File: src/rtl/neo_pixel_strand_receiver_if.sv
// rtl/neo_pixel_strand_receiver_if.sv - serial line and decoded pixel/frame outputs of the strand receiver
// NEO_RX_ERR_COUNT_EN adds err_count to the bundle.
interface neo_pixel_strand_receiver_if;
  logic        neo_in;
  logic [23:0] pixel_data;
  logic [2:0]  pixel_index;
  logic        pixel_valid;
  logic        frame_done;
  logic        frame_error;
  logic        bit_error;
  logic        busy;
`ifdef NEO_RX_ERR_COUNT_EN
  logic [7:0]  err_count;

  modport master (output neo_in, input pixel_data, pixel_index, pixel_valid,
                  frame_done, frame_error, bit_error, busy, err_count);
  modport slave  (input neo_in, output pixel_data, pixel_index, pixel_valid,
                  frame_done, frame_error, bit_error, busy, err_count);
`else
  modport master (output neo_in, input pixel_data, pixel_index, pixel_valid,
                  frame_done, frame_error, bit_error, busy);
  modport slave  (input neo_in, output pixel_data, pixel_index, pixel_valid,
                  frame_done, frame_error, bit_error, busy);
`endif
endinterface

File: src/rtl/neo_pixel_strand_receiver.sv
// rtl/neo_pixel_strand_receiver.sv - NeoPixel single-wire decoder: pulse-width bits, 24-bit pixels, latch gap
// Optional saturating error counter under NEO_RX_ERR_COUNT_EN.
module neo_pixel_strand_receiver #(
  parameter int NUM_PIXELS   = 5,
  parameter int MIN_HIGH     = 8,
  parameter int BIT_THRESH   = 27,
  parameter int MAX_HIGH     = 60,
  parameter int LATCH_CYCLES = 2000
) (
  input logic                        clock,
  input logic                        reset_n,
  neo_pixel_strand_receiver_if.slave bus
);
  typedef enum logic [1:0] {ST_SYNC, ST_IDLE, ST_HIGH, ST_LOW} state_e;

  localparam logic [6:0]  MIN_H  = 7'(MIN_HIGH);
  localparam logic [6:0]  THRESH = 7'(BIT_THRESH);
  localparam logic [6:0]  MAX_H  = 7'(MAX_HIGH);
  localparam logic [11:0] LATCH  = 12'(LATCH_CYCLES);
  localparam logic [3:0]  NPIX   = 4'(NUM_PIXELS);

  state_e      state_q, state_d;
  logic        sync1_q, s_q;
  logic [6:0]  high_cnt_q, high_cnt_d, high_inc;
  logic [11:0] low_cnt_q, low_cnt_d, low_inc;
  logic [4:0]  bit_cnt_q, bit_cnt_d;
  logic [3:0]  pix_cnt_q, pix_cnt_d;
  logic        ovf_q, ovf_d;
  logic [23:0] shreg_q, shreg_d, shifted;
  logic [23:0] pixel_data_q, pixel_data_d;
  logic [2:0]  pixel_index_q, pixel_index_d;
  logic        pixel_valid_q, pixel_valid_d;
  logic        frame_done_q, frame_done_d;
  logic        frame_error_q, frame_error_d;
  logic        bit_error_q, bit_error_d;

  assign high_inc = (high_cnt_q >= MAX_H) ? MAX_H : high_cnt_q + 7'd1;
  assign low_inc  = (low_cnt_q >= LATCH) ? LATCH : low_cnt_q + 12'd1;
  // LSB-first stream: each bit enters at the top so the first bit lands in bit 0
  assign shifted  = {(high_cnt_q >= THRESH), shreg_q[23:1]};

  always_ff @(posedge clock) begin
    if (!reset_n) begin
      state_q       <= ST_SYNC;
      sync1_q       <= 1'b0;
      s_q           <= 1'b0;
      high_cnt_q    <= '0;
      low_cnt_q     <= '0;
      bit_cnt_q     <= '0;
      pix_cnt_q     <= '0;
      ovf_q         <= 1'b0;
      shreg_q       <= '0;
      pixel_data_q  <= '0;
      pixel_index_q <= '0;
      pixel_valid_q <= 1'b0;
      frame_done_q  <= 1'b0;
      frame_error_q <= 1'b0;
      bit_error_q   <= 1'b0;
    end else begin
      state_q       <= state_d;
      sync1_q       <= bus.neo_in;
      s_q           <= sync1_q;
      high_cnt_q    <= high_cnt_d;
      low_cnt_q     <= low_cnt_d;
      bit_cnt_q     <= bit_cnt_d;
      pix_cnt_q     <= pix_cnt_d;
      ovf_q         <= ovf_d;
      shreg_q       <= shreg_d;
      pixel_data_q  <= pixel_data_d;
      pixel_index_q <= pixel_index_d;
      pixel_valid_q <= pixel_valid_d;
      frame_done_q  <= frame_done_d;
      frame_error_q <= frame_error_d;
      bit_error_q   <= bit_error_d;
    end
  end

  always_comb begin
    state_d       = state_q;
    high_cnt_d    = high_cnt_q;
    low_cnt_d     = low_cnt_q;
    bit_cnt_d     = bit_cnt_q;
    pix_cnt_d     = pix_cnt_q;
    ovf_d         = ovf_q;
    shreg_d       = shreg_q;
    pixel_data_d  = pixel_data_q;
    pixel_index_d = pixel_index_q;
    pixel_valid_d = 1'b0;
    frame_done_d  = 1'b0;
    frame_error_d = 1'b0;
    bit_error_d   = 1'b0;
    case (state_q)
      ST_SYNC: begin
        if (s_q) begin
          low_cnt_d = '0;
        end else begin
          low_cnt_d = low_inc;
          if (low_inc >= LATCH) state_d = ST_IDLE;
        end
      end
      ST_IDLE: begin
        if (s_q) begin
          state_d    = ST_HIGH;
          high_cnt_d = 7'd1;
          bit_cnt_d  = '0;
          pix_cnt_d  = '0;
          ovf_d      = 1'b0;
        end
      end
      ST_HIGH: begin
        if (s_q) begin
          high_cnt_d = high_inc;
          if (high_inc >= MAX_H) begin
            bit_error_d = 1'b1;
            state_d     = ST_SYNC;
            low_cnt_d   = '0;
          end
        end else if (high_cnt_q < MIN_H) begin
          bit_error_d = 1'b1;
          state_d     = ST_SYNC;
          low_cnt_d   = '0;
        end else begin
          shreg_d   = shifted;
          state_d   = ST_LOW;
          low_cnt_d = 12'd1;
          // a bit arriving after NUM_PIXELS whole pixels marks the frame as overflowed
          if (pix_cnt_q == NPIX) ovf_d = 1'b1;
          if (bit_cnt_q == 5'd23) begin
            bit_cnt_d = '0;
            if (pix_cnt_q < NPIX) begin
              pixel_data_d  = shifted;
              pixel_index_d = pix_cnt_q[2:0];
              pixel_valid_d = 1'b1;
              pix_cnt_d     = pix_cnt_q + 4'd1;
            end
          end else begin
            bit_cnt_d = bit_cnt_q + 5'd1;
          end
        end
      end
      ST_LOW: begin
        if (s_q) begin
          state_d    = ST_HIGH;
          high_cnt_d = 7'd1;
        end else begin
          low_cnt_d = low_inc;
          if (low_inc >= LATCH) begin
            state_d       = ST_IDLE;
            frame_done_d  = 1'b1;
            frame_error_d = (bit_cnt_q != 5'd0) || ovf_q;
          end
        end
      end
      default: state_d = ST_SYNC;
    endcase
  end

  assign bus.pixel_data  = pixel_data_q;
  assign bus.pixel_index = pixel_index_q;
  assign bus.pixel_valid = pixel_valid_q;
  assign bus.frame_done  = frame_done_q;
  assign bus.frame_error = frame_error_q;
  assign bus.bit_error   = bit_error_q;
  assign bus.busy        = (state_q == ST_HIGH) || (state_q == ST_LOW);

`ifdef NEO_RX_ERR_COUNT_EN
  logic [7:0] err_count_q, err_count_d;

  assign err_count_d = ((bit_error_d || frame_error_d) && (err_count_q != 8'hFF))
                       ? err_count_q + 8'd1 : err_count_q;

  always_ff @(posedge clock) begin
    if (!reset_n) err_count_q <= '0;
    else          err_count_q <= err_count_d;
  end

  assign bus.err_count = err_count_q;
`endif
endmodule

File: src/flat_wrapper.sv
// flat-port wrapper written by rule: the top's interface ports become plain ports
module neo_pixel_strand_receiver_flat 
#(
  parameter int NUM_PIXELS   = 5,
  parameter int MIN_HIGH     = 8,
  parameter int BIT_THRESH   = 27,
  parameter int MAX_HIGH     = 60,
  parameter int LATCH_CYCLES = 2000
)
  (clock, reset_n, bus_neo_in, bus_pixel_data, bus_pixel_index, bus_pixel_valid, bus_frame_done, bus_frame_error, bus_bit_error, bus_busy);
  neo_pixel_strand_receiver_if bus_i ();
  input logic clock;
  input logic reset_n;
  input wire logic [$bits(bus_i.neo_in)-1:0] bus_neo_in;
  output wire logic [$bits(bus_i.pixel_data)-1:0] bus_pixel_data;
  output wire logic [$bits(bus_i.pixel_index)-1:0] bus_pixel_index;
  output wire logic [$bits(bus_i.pixel_valid)-1:0] bus_pixel_valid;
  output wire logic [$bits(bus_i.frame_done)-1:0] bus_frame_done;
  output wire logic [$bits(bus_i.frame_error)-1:0] bus_frame_error;
  output wire logic [$bits(bus_i.bit_error)-1:0] bus_bit_error;
  output wire logic [$bits(bus_i.busy)-1:0] bus_busy;
  assign bus_i.neo_in = bus_neo_in;
  assign bus_pixel_data = bus_i.pixel_data;
  assign bus_pixel_index = bus_i.pixel_index;
  assign bus_pixel_valid = bus_i.pixel_valid;
  assign bus_frame_done = bus_i.frame_done;
  assign bus_frame_error = bus_i.frame_error;
  assign bus_bit_error = bus_i.bit_error;
  assign bus_busy = bus_i.busy;
  neo_pixel_strand_receiver #(.NUM_PIXELS(NUM_PIXELS), .MIN_HIGH(MIN_HIGH), .BIT_THRESH(BIT_THRESH), .MAX_HIGH(MAX_HIGH), .LATCH_CYCLES(LATCH_CYCLES)) u_core (.clock(clock), .reset_n(reset_n), .bus(bus_i));
endmodule
File: config.mk
export PLATFORM = sky130hd
export DESIGN_NAME = neo_pixel_strand_receiver_flat
export DESIGN_NICKNAME = d
export VERILOG_FILES = /design/src/rtl/neo_pixel_strand_receiver_if.sv /design/src/rtl/neo_pixel_strand_receiver.sv /design/src/flat_wrapper.sv
export SDC_FILE = /design/constraint.sdc
export NUM_CORES = 1
export LEC_CHECK = 0
export BUFFER_PORTS_ARGS = -buffer_cell sky130_fd_sc_hd__clkbuf_2
export CAP_MARGIN = 20
export CORE_MARGIN = 8
export CORE_UTILIZATION = 30
export CTS_CLUSTER_DIAMETER = 80
export DETAILED_ROUTE_END_ITERATION = 16
export PLACE_DENSITY = 0.43
export SLEW_MARGIN = 5
export SYNTH_ARGS = -nofsm -noshare
export SYNTH_HDL_FRONTEND = slang
export SYNTH_SLANG_ARGS = --single-unit
File: constraint.sdc
create_clock -name clock -period 2.15 [get_ports clock]
set_input_delay 0 -clock clock [delete_from_list [all_inputs] [get_ports clock]]
set_output_delay 0 -clock clock [all_outputs]
set_load 0.005 [all_outputs]
==> Yosys cells after proc, flatten, opt, wreduce, memory -nomap -nowiden <==
Index checks and enable logic that the tools add are counted.
{ "op_classes": {"magnitude_cmp": 7, "reduce_logical": 20, "n_eq_ne": 16, "n_addsub": 4, "bitwise": 7, "muxes": 40} }
{ "ops": {"columns": ["op", "count"], "rows": [
  ["12-bit two-way mux", 5],
  ["12-bit one-hot mux with 3 select lines", 1],
  ["12-bit by 11-bit greater-or-equal comparator with 1-bit output (second input constant)", 2],
  ["7-bit two-way mux", 3],
  ["4-bit two-way mux", 5],
  ["5-bit two-way mux", 4],
  ["7-bit by 6-bit greater-or-equal comparator with 1-bit output (second input constant)", 2],
  ["2-bit two-way mux", 7],
  ["7-bit one-hot mux with 2 select lines", 1],
  ["12-bit by 1-bit adder with 12-bit output (second input constant)", 1],
  ["2-bit by 1-bit != test with 1-bit output (second input constant)", 6],
  ["3-bit AND reduction", 4],
  ["1-bit two-way mux", 10],
  ["5-bit one-hot mux with 2 select lines", 1],
  ["5-bit AND reduction", 2],
  ["2-bit != test (second input constant)", 4],
  ["2-bit one-hot mux with 4 select lines", 1],
  ["4-bit one-hot mux with 2 select lines", 1],
  ["7-bit by 1-bit adder with 7-bit output (second input constant)", 1],
  ["7-bit by 5-bit greater-or-equal comparator with 1-bit output (second input constant)", 1],
  ["7-bit by 4-bit less-than comparator with 1-bit output (second input constant)", 1],
  ["1-bit inverter", 7],
  ["6-bit AND reduction", 1],
  ["5-bit by 1-bit adder with 5-bit output (second input constant)", 1],
  ["other kinds (19)", 22]
]} }
{ "totals": {"output_inout_bits": 32, "regBits": 88, "word_cells": 109} }

==> Depth between registers and ports, before layout <==
Gate-level depths: netlist (run 1).
{ "logic_depth": {"word_depth": 6, "ltp_mapped": 9} }

==> Worst setup path before layout (run 1) <==
No wires, ideal clock.
{ "synth_timing": {"kind": "reg2reg", "startpoint": "register u_core.high_cnt_q[1]", "endpoint": "register u_core.low_cnt_q[10]", "stages_incl_launch_ff": 9, "arrival_time_ns": 1.806, "path_buffers": 1, "path_slack_ns": 0.217, "t_required_ns": 2.022, "path_cell_list": "dfxtp_1 > ha_1 > a311oi_1 > a41oi_2 > o311ai_4 > a31oi_4 > buf_6 > mux2i_1 > nor2_1"} }
{ "synth_via": {"elab_chain_cells": 5} }
{ "synth_rtl": {"columns": ["item", "line_no", "rtl"], "rows": [
  ["from (decl)", "neo_pixel_strand_receiver.sv:24", "logic [6:0] high_cnt_q, high_cnt_d, high_inc;"],
  ["from (signal assigned)", "neo_pixel_strand_receiver.sv:63", "high_cnt_q <= high_cnt_d;"],
  ["7-bit by 1-bit adder with 7-bit output / 7-bit by 6-bit greater-or-equal comparator with 1-bit output (equally long branches)", "neo_pixel_strand_receiver.sv:37", "assign high_inc = (high_cnt_q >= MAX_H) ? MAX_H : high_cnt_q + 7'd1;"],
  ["7-bit two-way mux *", "neo_pixel_strand_receiver.sv:37", null],
  ["7-bit by 6-bit greater-or-equal comparator with 1-bit output *", "neo_pixel_strand_receiver.sv:113", "if (high_inc >= MAX_H) begin"],
  ["3-bit != test (no line) *", null, null],
  ["3-bit AND reduction (no line) *", null, null],
  ["to (signal assigned)", "neo_pixel_strand_receiver.sv:64", "low_cnt_q <= low_cnt_d;"],
  ["to (decl)", "neo_pixel_strand_receiver.sv:25", "logic [11:0] low_cnt_q, low_cnt_d, low_inc;"]
]} }
Mark *: on every way between the ends. The rest lies on a longest branch, timed or not.
A chain may end at the register's enable or synchronous reset.

==> Worst setup path after layout (run 1) <==
{ "layout_timing": {"startpoint": "register u_core.high_cnt_q[1]", "endpoint": "register u_core.state_q[1]"} }
{ "layout_via": {"elab_chain_cells": 5} }
{ "layout_rtl": {"columns": ["item", "line_no", "rtl"], "rows": [
  ["7-bit by 1-bit adder with 7-bit output / 7-bit by 6-bit greater-or-equal comparator with 1-bit output (equally long branches)", "neo_pixel_strand_receiver.sv:37", null],
  ["7-bit two-way mux", "neo_pixel_strand_receiver.sv:37", null],
  ["7-bit by 6-bit greater-or-equal comparator with 1-bit output", "neo_pixel_strand_receiver.sv:113", null],
  ["3-bit != test (no line)", null, null],
  ["3-bit AND reduction (no line)", null, null],
  ["to (signal assigned)", "neo_pixel_strand_receiver.sv:60", "state_q <= state_d;"],
  ["to (decl)", "neo_pixel_strand_receiver.sv:22", "state_e state_q, state_d;"]
]} }
Several ways; a longest one is shown, not always the timed one.

==> metrics.md, run 1 <==
| Metric | Value |
|---|---|
| Vias in the first global route | `3,196` |
| DRT iter0 DRCs | `252` |
| H-tree levels | `3` |
| Post-DP HPWL | `6340 microns` |
| Layout cell share with drive strength beyond 1 | `15.8%` |
| Initial cell density of the core | `30.3%` |
| Synth Area in Adders | `4.44%` |
| Non-filler cells, final | `706` |
| Clock Root Buffer | `clkbuf_16` |
| Largest net degree at the start of global routing | `37` |
| Tightest Pin Transition | `0.510 ns` |
| Via density | `4.70` |
| Most frequent cells in the layout | `nand2_1, dfxtp_1, a21oi_1, clkbuf_2, nor2_1` |
| Synthesized area | `3940 sq um` |
| Global-route wire length before repair | `15,600 microns` |
| Post-synth top area cell | `dfxtp_1` |
| Clock slew at reported path FFs | `0.06 ns` |
| Post-route DRC violation count | `0` |
| Most common cell after layout, fill and taps aside | `nand2_1` |
| Initial DRT Pass Iterations | `4` |
| Setup TNS | `0 ns` |
| Synth Area in Compound Gates | `19.0%` |
| Synthesized area per cell | `8.10 sq um` |
| I/O Buffers | `34` |
| Post_cts resized | `0` |
| Cts bufs inserted | `9` |
| Synth Instances | `487` |
| Die area | `17,100 sq um` |
| Clk_lat worst skew | `0.34 ns` |
| Synth Area in Simple Gates | `25.5%` |
| Share of Yosys cell area claimed by the top area cell type | `44.2%` |
| Total track usage | `11.4%` |
| Post-synth top flop | `dfxtp_1` |
| Seq/Total Area, Yosys | `44.2%` |
| Sink Count | `87` |
| Via count | `3,317` |
| Core area | `13,000 sq um` |
| CTS tree | `built` |
| Slew Limit Fails | `0` |
| Largest family of logic cells by synthesized area | `simple AND/OR/NAND/NOR gates` |
| Worst setup EP type | `flop` |
| FFs w/ async S/R, synth | `0%` |
| Clk_skew | `0.0103 ns` |
| Final Hold Vio Count | `0` |
| Synth unique cells | `60` |
| Die extent in x | `131 microns` |
| Tcrit/Tclk final | `92.6%` |
| Dpl cells | `688` |
| Status | `finished, final reports clean` |
| Achievable Freq | `502 MHz` |
| Critical path type | `flop to flop` |
| GRT overflow | `0` |
| Total routed wirelength | `9090 microns` |
| Die height | `131 microns` |
| Peak supply drop | `274 uV` |
| Required @ worst endpoint | `2.40 ns` |
| Area growth from synthesis to layout | `18.3%` |
| Drt wl/cell | `12.9 microns` |
| Synth top area cells | `dfxtp_1, nand2_1, a21oi_1` |
| Placer Congestion | `0.781` |
| Min Tclk post-route | `1.99 ns` |
| Synth Register Bits | `87` |
| Antenna Violating Nets Remaining | `0` |
| Post-synth EDFFs | `0` |
| Worst Path Arrival | `2.25 ns` |
| Critical path launch point type | `flop` |
| Post-synthesis mux area share | `1.59%` |
| Pwr dens | `680 nW/um^2` |
| Synth Area in XOR/XNOR | `0.666%` |
| Nets | `542` |
| Relative slew margins | `65.9%` |
| Syn nets | `504` |
| Max_cap viols | `0` |
| I/O pin total | `35` |
| Crit path max fanout | `7` |
| ANT cells | `0` |
| Final setup violation count | `0` |
| Yosys warning count | `0` |
| Setup repair after global routing missed its margin | `no` |
| Rows | `42` |
| Hold Path Class | `input port to flop` |
| Core Util, Final | `35.8%` |
| Clk buf depth | `2` |
| Leak | `1.78 nW` |
| Initial antenna violation count | `0` |
[worst paths after layout]
| kind | cells after the start | slack [ns] | to | from |
|---|---|---|---|---|
| max | 7 | 0.16 | u_core.state_q[1]$_SDFFE_PN0P_ | u_core.high_cnt_q[1]$_SDFFE_PN0P_ |
| min | 3 | 0.09 | u_core.low_cnt_q[11]$_SDFFE_PN0P_ | reset_n |
| max reg2reg | 7 | 0.16 | u_core.state_q[1]$_SDFFE_PN0P_ | u_core.high_cnt_q[1]$_SDFFE_PN0P_ |
| min reg2reg | 1 | 0.44 | u_core.s_q$_SDFF_PN0_ | u_core.sync1_q$_SDFF_PN0_ |
[final cells by class]
cell class                 count  area [sq um]
timing repair buffer          55           343
inverter                      14          52.6
multi-input combinational    358          2020
clock inverter                 5          41.3
tap                          176           220
clock buffer                  11           243
sequential                    87          1740
fill                        1417          8370
[Yosys cell counts (2+ instances only)]
| library cell | instances |
|---|---|
| nor2_1 | 30 |
| inv_1 | 13 |
| o21ai_0 | 13 |
| nor3_1 | 4 |
| dfxtp_1 | 87 |
| a31oi_1 | 6 |
| o31ai_1 | 2 |
| xor2_1 | 2 |
| and2_1 | 7 |
| nand3b_1 | 2 |
| nor4_1 | 4 |
| and4_1 | 3 |
| a21o_1 | 3 |
| o211a_1 | 4 |
| nand2b_1 | 6 |
| a311oi_1 | 2 |
| a21oi_1 | 61 |
| ha_1 | 14 |
| buf_2 | 12 |
| nand2_1 | 122 |
| nand4_1 | 2 |
| a21boi_0 | 2 |
| nand3_1 | 11 |
| and3_1 | 5 |
| nor3b_1 | 4 |
| or2_2 | 3 |
| clkbuf_1 | 14 |
| o21ai_1 | 2 |
| o21a_1 | 2 |
| nor2b_1 | 5 |
| a22oi_1 | 4 |
| mux2i_1 | 4 |
| a211oi_1 | 5 |
[timing repair]
action,4_1_cts,5_1_grt
setup endpoints to repair,0,12
hold buffers,1,0
setup buffers,0,1
hold endpoints to repair,1,0
[power by group]
group          internal (mW)  switching [mW]
clock network          0.823           0.664
registers               1.62         0.00822
logic                 0.0168          0.0425
[metrics by stage]
step / power, mW / cell area (sq um) / worst slack [ns] / hold WS [ns]
floorplan: 1.70 / 3940 / 0.217 / 0.127
global placement: 1.72 / 4350 / 0.137 / 0.211
detailed placement: 1.72 / 4350 / 0.0563 / 0.212
CTS: 3.24 / 4640 / 0.0340 / 0.0914
global route: 3.32 / 4660 / 0.0109 / 0.136
finish: 3.17 / 4660 / 0.158 / 0.0888
[logic make-up after synthesis]
| group | Yosys count |
|---|---|
| AO/OA/AOI/OAI | 117 |
| XOR/XNOR | 3 |
| adder cells (fa/ha/maj) | 14 |
| buffers and inverters | 42 |
| flip-flops | 87 |
| multiplexers | 6 |
| AND/OR/NAND/NOR | 218 |
[worst max-delay path: stages (launching register included)]
cell	delay, ns
dfxtp_1	0.44
ha_1	0.25
a311oi_1	0.12
a41oi_2	0.26
o311ai_4	0.17
a21oi_1	0.25
mux2_1	0.35
o31ai_1	0.06
[registers in the layout, indices dropped and copies added, names as in the netlist]
signal	count
u_core.bus.bit_error	1
u_core.shreg_q	23
u_core.s_q	1
u_core.ovf_q	1
u_core.high_cnt_q	7
u_core.bus.frame_error	1
u_core.sync1_q	1
u_core.state_q	2
u_core.pix_cnt_q	4
u_core.bit_cnt_q	5
u_core.low_cnt_q	12
u_core.bus.frame_done	1
u_core.bus.pixel_valid	1
u_core.bus.pixel_index	3
u_core.bus.pixel_data	24
[routing by layer]
metal  GRT usage [%]  part of all wire, %  routed length, microns  up-vias
met3            2.35                  3.3                     301       11
met4            5.27                  1.6                     148        0
met2            18.0                   45                    4110       36
li1                -                    -                       -     1739
met5               0                    0                       0        -
met1            14.6                   50                    4540     1531
(Power assumes the default switching activity.)
==> run 2: changes to the inputs <==
--- a/config.mk
+++ b/config.mk
@@ -11,7 +11,7 @@
 export CORE_UTILIZATION = 30
 export CTS_CLUSTER_DIAMETER = 80
 export DETAILED_ROUTE_END_ITERATION = 16
-export PLACE_DENSITY = 0.43
+export PLACE_DENSITY_LB_ADDON = 0.08
 export SLEW_MARGIN = 5
 export SYNTH_ARGS = -nofsm -noshare
 export SYNTH_HDL_FRONTEND = slang
==> metrics.md, run 2 (same netlist as run 1, synthesis figures left out) <==
| Metric | Value |
|---|---|
| Status | `finished, final reports clean (unchanged)` |
| Top Layer Used | `met4 (unchanged)` |
| Crit path max fanout | `12 (was 7)` |
| Number of buffers and inverters on the critical path | `4 (was 0)` |
| Layout cell share with drive strength beyond 1 | `16.0% (was 15.8%)` |
| Required @ worst endpoint | `2.41 ns (was 2.40 ns)` |
| Via count | `3,334 (was 3,317)` |
| Post-route DRC violation count | `0 (unchanged)` |
| Most frequent cell on the critical path | `buf_4` |
| CTS tree | `built (unchanged)` |
| Hold WS | `0.0977 ns (was 0.0888 ns)` |
| GRT overflow | `0 (unchanged)` |
| Achievable Freq | `502 MHz (about the same)` |
| Leak | `1.81 nW (was 1.78 nW)` |
| Via density | `4.72 (was 4.70)` |
| Pwr dens | `705 nW/um^2 (was 680 nW/um^2)` |
| Total routed wirelength | `9110 microns (was 9090 microns)` |
| Relative slew margins | `56.7% (was 65.9%)` |
| R2R depth | `9 (was 7)` |
| Final Hold Vio Count | `0 (unchanged)` |
| Placed cell area | `4370 sq um (was 4350 sq um)` |
| Dpl cells | `688 (unchanged)` |
| Clk_skew | `0.00881 ns (was 0.0103 ns)` |
| Global-route wire length before repair | `15,500 microns (was 15,600 microns)` |
| Clock slew at reported path FFs | `0.07 ns (was 0.06 ns)` |
| Area growth from synthesis to layout | `19.7% (was 18.3%)` |
| Reg2Reg Setup Slack | `0.16 ns (about the same)` |
| Total track usage | `11.5% (was 11.4%)` |
| Beginning of the critical path | `u_core.high_cnt_q[1]$_SDFFE_PN0P_ (unchanged)` |
| Worst Path Arrival | `2.25 ns (about the same)` |
| Critical path launch point type | `flop (unchanged)` |
| Slowest-stage cell, CP | `dfxtp_1 (unchanged)` |
| Critical path type | `flop to flop (unchanged)` |
| Most frequent cells in the layout | `nand2_1, dfxtp_1, a21oi_1, clkbuf_2, nor2_1 (unchanged)` |
| DR WL met3 | `252 microns (was 301 microns)` |
| Largest register FFs | `24 (unchanged)` |
| Sink Count | `87 (unchanged)` |
| Antenna Violating Nets Remaining | `0 (unchanged)` |
| Nets | `542 (unchanged)` |
| H-tree levels | `3 (unchanged)` |
| Cts bufs inserted | `9 (unchanged)` |
| Stages on worst setup path | `9 (was 7)` |
| Core Util, Final | `36.2% (was 35.8%)` |
| I/O Buffers | `34 (unchanged)` |
| Pre-CTS WS | `0.0800 ns (was 0.0563 ns)` |
| Core area | `13,000 sq um (unchanged)` |
| Max_cap viols | `0 (unchanged)` |
| Vias in the first global route | `3,184 (was 3,196)` |
| Largest delay contributor family on the critical path | `compound AO/OA/AOI/OAI gates (unchanged)` |
| Placer Congestion | `0.781 (about the same)` |
| Clock Root Buffer | `clkbuf_16 (unchanged)` |
| Worst setup EP type | `flop (unchanged)` |
| DRT iter0 DRCs | `168 (was 252)` |
| Initial antenna violation count | `0 (unchanged)` |
| Tcrit/Tclk final | `92.6% (about the same)` |
| Rows | `42 (unchanged)` |
| Reg2reg start | `u_core.high_cnt_q[1]$_SDFFE_PN0P_ (unchanged)` |
| Clk buf depth | `2 (unchanged)` |
| Final setup margin | `0.158 ns (about the same)` |
| Final setup violation count | `0 (unchanged)` |
| Clk_lat worst skew | `0.34 ns (about the same)` |
| ANT cells | `0 (unchanged)` |
| Initial cell density of the core | `30.3% (unchanged)` |
| Most common cell after layout, fill and taps aside | `nand2_1 (unchanged)` |
| Min Tclk post-route | `1.99 ns (about the same)` |
| Slew Limit Fails | `0 (unchanged)` |
| Setup TNS | `0 ns (unchanged)` |
| Peak supply drop | `307 uV (was 274 uV)` |
| Finished Cell Area | `4720 sq um (was 4660 sq um)` |
| Hold Path Class | `input port to flop (unchanged)` |
| Total power | `3.33 mW (was 3.17 mW)` |
| I/O pin total | `35 (unchanged)` |
| Largest net degree at the start of global routing | `33 (was 37)` |
| Critical Path Sink | `u_core.low_cnt_q[0]$_SDFFE_PN0P_ (was u_core.state_q[1]$_SDFFE_PN0P_)` |
| Wire length on met1 | `4600 microns (was 4540 microns)` |
| Critical R2R Capture | `u_core.low_cnt_q[0]$_SDFFE_PN0P_ (was u_core.state_q[1]$_SDFFE_PN0P_)` |
| Die area | `17,100 sq um (unchanged)` |
| Drt wl/cell | `12.9 microns (about the same)` |
| Initial DRT Pass Iterations | `4 (unchanged)` |
| Post-DP HPWL | `6440 microns (was 6340 microns)` |
| Tightest Pin Transition | `0.648 ns (was 0.510 ns)` |
| Die height | `131 microns (unchanged)` |
| Metal2 WL | `4090 microns (was 4110 microns)` |
| Critical path's largest stage delay | `0.42 ns (was 0.44 ns)` |
| Critical Path, Cell by Cell | `ha_1, buf_4, inv_1, o211a_1, o311ai_4, a31oi_4, buf_12, buf_4, a211oi_2 (was ha_1, a311oi_1, a41oi_2, o311ai_4, a21oi_1, mux2_1, o31ai_1)` |
| Die extent in x | `131 microns (unchanged)` |
| Non-filler cells, final | `706 (unchanged)` |
| Setup repair after global routing missed its margin | `no (unchanged)` |
run 2: where the power goes:
group	internal [mW]	switching [mW]	total, mW	leakage [nW]
sequential	1.62	0.00899	1.63	0.701
combinational	0.0168	0.0425	0.0594	0.954
clock	0.975	0.667	1.64	0.157
run 2: worst min path at each step:
| stage | to | startpoint | cells after the start |
|---|---|---|---|
| floorplan | u_core.sync1_q$_SDFF_PN0_ | bus_neo_in | 1 |
| global placement | u_core.sync1_q$_SDFF_PN0_ | bus_neo_in | 2 |
| detailed placement | u_core.sync1_q$_SDFF_PN0_ | bus_neo_in | 2 |
| CTS | u_core.low_cnt_q[11]$_SDFFE_PN0P_ | reset_n | 3 |
| global route | u_core.low_cnt_q[11]$_SDFFE_PN0P_ | reset_n | 3 |
| finish | u_core.low_cnt_q[11]$_SDFFE_PN0P_ | reset_n | 3 |
run 2: final cells by class:
class                   instances  area, sq um
fillers                      1431         8310
multi-input cells             358         2020
flip-flops and latches         87         1740
repair buffers                 55          368
clock buffers                  11          253
well taps                     176          220
clock inverters                 5         61.3
inverters                      14         52.6
run 2: what timing repair did:
| item | CTS | global route |
|---|---|---|
| hold endpoints to repair | 1 | 0 |
| gates resized for setup | 0 | 0 |
| setup buffers | 0 | 1 |
| hold buffers | 1 | 0 |
| endpoints found under the setup margin | 0 | 12 |
run 2: layer usage:
layer	up-vias	GRT usage (%)
li1	1746	-
met1	1547	14.9
met2	30	18.0
met3	11	2.23
met4	0	5.47
met5	-	0
run 2: worst reg2reg max path: stages, from the launching register on:
cell and delay [ns]:
dfxtp_1 0.42, ha_1 0.22, buf_4 0.13, inv_1 0.06, o211a_1 0.14, o311ai_4 0.30
a31oi_4 0.14, buf_12 0.17, buf_4 0.15, a211oi_2 0.17
